<file path="config.mk">
export PLATFORM = sky130hd
export DESIGN_NAME = in_port_fifo
export DESIGN_NICKNAME = d
export VERILOG_FILES = /design/src/rtl/in_port_fifo.sv
export SDC_FILE = /design/constraint.sdc
export NUM_CORES = 1
export LEC_CHECK = 0
export CORE_ASPECT_RATIO = 0.6
export CORE_MARGIN = 1.5
export CORE_UTILIZATION = 48
export CTS_CLUSTER_SIZE = 30
export DETAILED_ROUTE_END_ITERATION = 8
export MAX_ROUTING_LAYER = met4
export PLACE_DENSITY_LB_ADDON = 0.12
export SKIP_LAST_GASP = 1
export SLEW_MARGIN = 25
export SYNTH_ARGS = -nofsm -noshare
export SYNTH_HDL_FRONTEND = slang
export SYNTH_SLANG_ARGS = --single-unit
</file>
<file path="constraint.sdc">
create_clock -name clk -period 2.1 [get_ports clk]
set_input_delay 0.525 -clock clk [delete_from_list [all_inputs] [get_ports clk]]
set_output_delay 0.525 -clock clk [all_outputs]
set_load 0.01 [all_outputs]
</file>
<file path="src/rtl/in_port_fifo.sv">
// in_port_fifo: valid/ready capture FIFO feeding the processor portIn, first-word-fall-through.
// Optional IN_PORT_HOLD_LAST_EN: when empty, port_in repeats the last popped word instead of 0.
module in_port_fifo #(
  parameter int WIDTH = 16,
  parameter int DEPTH = 4,
  parameter int AW    = 2
) (
  input  logic             clk,
  input  logic             rst_n,
  input  logic [WIDTH-1:0] i_ext_data,
  input  logic             i_ext_valid,
  output logic             o_ext_ready,
  input  logic             i_in_rd,
  output logic [WIDTH-1:0] o_port_in,
  output logic             o_in_empty,
  output logic             o_in_stall,
  output logic             o_in_underflow,
  output logic [AW:0]      o_count
);
  logic [WIDTH-1:0] r_mem [DEPTH];
  logic [AW-1:0]    r_wr_ptr;
  logic [AW-1:0]    r_rd_ptr;
  logic [AW:0]      r_count;
  logic             r_underflow;
  logic             w_full;
  logic             w_empty;
  logic             w_push;
  logic             w_pop;
  logic [WIDTH-1:0] w_head;
  // full/empty come only from the registered count, never from this cycle's inputs
  assign w_full  = r_count == (AW+1)'(DEPTH);
  assign w_empty = r_count == '0;
  assign w_push  = i_ext_valid && !w_full;
  assign w_pop   = i_in_rd && !w_empty;
  assign w_head  = r_mem[r_rd_ptr];
  assign o_ext_ready    = !w_full;
  assign o_in_empty     = w_empty;
  assign o_in_stall     = i_in_rd && w_empty;
  assign o_in_underflow = r_underflow;
  assign o_count        = r_count;
  always_ff @(posedge clk) begin
    if (w_push) r_mem[r_wr_ptr] <= i_ext_data;
  end
  always_ff @(posedge clk or negedge rst_n) begin
    if (!rst_n) begin
      r_wr_ptr    <= '0;
      r_rd_ptr    <= '0;
      r_count     <= '0;
      r_underflow <= 1'b0;
    end else begin
      if (w_push) r_wr_ptr <= r_wr_ptr + AW'(1);
      if (w_pop) r_rd_ptr <= r_rd_ptr + AW'(1);
      r_count <= (w_push && !w_pop) ? r_count + (AW+1)'(1) :
                 (w_pop && !w_push) ? r_count - (AW+1)'(1) : r_count;
      if (i_in_rd && w_empty) r_underflow <= 1'b1;
    end
  end
`ifdef IN_PORT_HOLD_LAST_EN
  logic [WIDTH-1:0] r_last;
  always_ff @(posedge clk or negedge rst_n) begin
    if (!rst_n) r_last <= '0;
    else if (w_pop) r_last <= w_head;
  end
  assign o_port_in = w_empty ? r_last : w_head;
`else
  assign o_port_in = w_empty ? '0 : w_head;
`endif
endmodule

</file>
==> qor.csv <==
stage,metric,value,unit
setup_path,Worst R2R End,o_count[2],
sta,fin crit period,2.30,ns
sta,final setup fails,16,
outcome,failing checks,setup timing,
global_routing,initial antenna violation count,0,
sta,Slew Limit Fails,0,
finish,"most common cell after layout, fill and taps aside",edfxtp_1,
sta,setup repair after global routing missed its margin,true,
synth,Synth Register Bits,72,
placement,dpl hpwl,3590,µm
drt,Residual DRC,0,
setup_path,worst reg-to-reg setup slack,0.15,ns
drt,Detailed Route WL,5350,µm
setup_path,Setup Crit Path Kind,reg2out,
sta,Worst-Margin Slew,0.412,ns
clocking,H-tree depth,3,
setup_path,Worst EP required,1.57,ns
finish,post-route cell area,3960,µm²
clocking,clk_lat worst skew,0.34,ns
floorplanning,DIE WIDTH,105,µm
setup_path,Setup crit end kind,output port,
finish,area of the multi-input gates,800,µm²
synth,synth unique cells,23,
power,Clock Power Share,21.8,%
finish,area grow syn2layout,33.2,%
sta,fin crit share,109,%
floorplanning,Rows,21,
floorplanning,core footprint,5780,µm²
setup_path,CP Launch Point,r_rd_ptr[0],
sta,Final WS setup,-0.197,ns
clocking,CTS tree,done,
drt,Final ANT Viol Nets,0,
power,Leakage,0.00148,µW
drt,wire per inst,17.8,µm
setup_path,crit path to,o_port_in[14],
placement,Final GP Congestion,0.697,
worst_hold_path,worst hold-check path type,in2async,
sta,Final Hold Vio Count,0,
finish,most frequent cells in the layout,"edfxtp_1 (64), clkdlybuf4s50_1 (23), buf_6 (18)",
synth,Synth Instances,141,
flow_run,MaxCap Viol Count,0,
drt,DRT iter0 DRCs,98,
setup_path,reg-to-reg startpoint,o_count[1],
finish,share of cells above drive strength 1,43.0,%
finish,ant diodes,0,
placement,dpl cells,277,
clocking,maximum clock path buffer count,2,
synth,Ys Warns,0,
sta,Max transition margin,72.4,%
clocking,"Reg clk slew, reported paths",0.07,ns
placement,Placement Cell Area,3650,µm²
placement,Post-Place Setup Slack,-0.237,ns
clocking,CTS sink cnt,72,
power,P_sw,1690,µW
synth,Avg Synthesized Cell Area,21.1,µm²
drt,first-pass detailed-route iteration total,4,
power,internal power,4280,µW
global_routing,largest net degree at the start of global routing,17,
finish,fillers,387,
power,Final Total Pwr,5970,µW
power,Flop pwr share,34.2,%
global_routing,total global routing overflow,0,
power,net switching fraction of the power,28.3,%
floorplanning,total die area,6680,µm²
global_routing,Global Route Usage Sum,18.6,%
outcome,outcome,"finished, violations left",
global_routing,vias in the first global route,1593,
clocking,root buffer cell,clkbuf_8,
drt,via count,1499,
finish,Finished Layout Cells,301,
finish,register area,2120,µm²
sta,fmax,435,MHz
floorplanning,IO Count,43,
global_routing,global-route wire length before repair,8490,µm
setup_path,startpoint types,register,
floorplanning,die span in y,63.9,µm
clocking,cts hold-fix bufs,0,
power,VDD IR max,0.622,mV
power,Pwr per Cell Area,1510,nW/µm²
finish,final net count,242,
clocking,CTS Buf Count,9,
placement,I/O Buffers,42,
setup_path,Crit path arrival time,1.77,ns
floorplanning,Starting Density,51.4,%
sta,Setup Skew,0.00824,ns
synth,mapped cell area,2970,µm²
setup_path,CP max FO,5,
power,combinational share of power,44.0,%
sta,Hold Slack,0.481,ns
drt,vias per inst,4.98,
setup_path,Reg2Reg Depth,9,
synth,Mapped Nets,167,
synth,register area share after synthesis,71.4,%
==> Yosys cell counts <==
cell type	n	area share, %
fa_1	1	0.67
nand2b_1	1	0.21
nor3_1	1	0.17
nand2_1	2	0.25
buf_12	1	0.67
buf_6	1	0.38
ha_1	5	2.1
mux4_2	8	6.1
clkbuf_1	1	0.13
edfxtp_1	64	65
nor2_1	3	0.38
mux4_1	8	7.1
or2_2	1	0.21
xor2_1	3	0.88
a21boi_2	1	0.38
dfrtp_1	8	6.7
buf_2	3	0.51
nor2b_1	8	1.7
inv_1	3	0.38
nor2b_4	8	3.7
xnor2_1	3	0.88
mux2_2	2	0.76
and2_1	5	1.1
==> sequential cells by signal, indices dropped and copies added (netlist names) <==
name            flops
r_wr_ptr            2
r_mem              64
r_rd_ptr            2
o_count             3
o_in_underflow      1
==> how the worst min path moves through the flow <==
stage | slack (ns) | to | depth (start not counted) | from
2_1_floorplan | 0.23 | o_count[0] | 0 | rst_n
3_3_place_gp | 0.45 | o_in_underflow | 1 | o_in_underflow
3_5_place_dp | 0.47 | o_in_underflow | 1 | o_in_underflow
4_1_cts | 0.48 | o_count[2] | 1 | rst_n
5_1_grt | 0.49 | o_count[1] | 1 | rst_n
6_report | 0.48 | r_wr_ptr[0] | 1 | rst_n
==> per-stage QoR <==
| stage | utilization [%] | TNS [ns] |
|---|---|---|
| 2_1_floorplan | - | 0 |
| 3_3_place_gp | 63.1 | -2.21 |
| 3_5_place_dp | 63.1 | -2.46 |
| 4_1_cts | 69.0 | -2.73 |
| 5_1_grt | 68.5 | -3.04 |
| 6_report | 68.5 | -1.72 |
==> final cells by class <==
type	count	area share, %
repair buffers	70	17.1
inverters	3	0.285
clock inverters	5	2.62
well taps	80	2.53
clock buffers	11	3.57
flip-flops and latches	72	53.7
multi-input cells	60	20.2
==> kinds of logic after synthesis <==
logic type	Yosys count	share of synthesized area (%)
xor gates and xnor gates	6	1.77
and+or+nand+nor	29	7.67
buffers and inverters	9	2.06
muxes	18	13.9
adders and majority gates	6	2.78
AOI/OAI and AO/OA	1	0.379
DFF	72	71.4
==> power by group through the flow <==
| stage | clock network (µW) | logic [µW] | registers [µW] |
|---|---|---|---|
| after floorplan | 0 | 1330 | 2060 |
| after global placement | 0 | 2420 | 2030 |
| after detailed placement | 0 | 2450 | 2060 |
| after CTS | 1330 | 2750 | 2040 |
| after global routing | 1400 | 2830 | 2060 |
| final | 1300 | 2630 | 2040 |
==> critical path, stage by stage (launching register included) <==
cell	delay, ns
dfrtp_2	0.40
buf_6	0.14
buf_4	0.12
mux4_2	0.47
nor2b_2	0.16
buf_2	0.14
==> repair_timing <==
action	CTS	global route
pin swaps	0	1
setup buffers	9	0
setup endpoints to repair	19	18
resized for setup	99	6
gates cloned	1	0
==> layer usage <==
| metal | wire (µm) | GRT usage (%) | vias up |
|---|---|---|---|
| met2 | 2580 | 27.6 | 56 |
| met3 | 404 | 6.84 | 2 |
| met4 | 24 | 6.25 | 0 |
| li1 | - | - | 694 |
| met1 | 2340 | 24.0 | 747 |
| met5 | 0 | - | - |
Note: power is estimated with default switching activity, not from simulation.
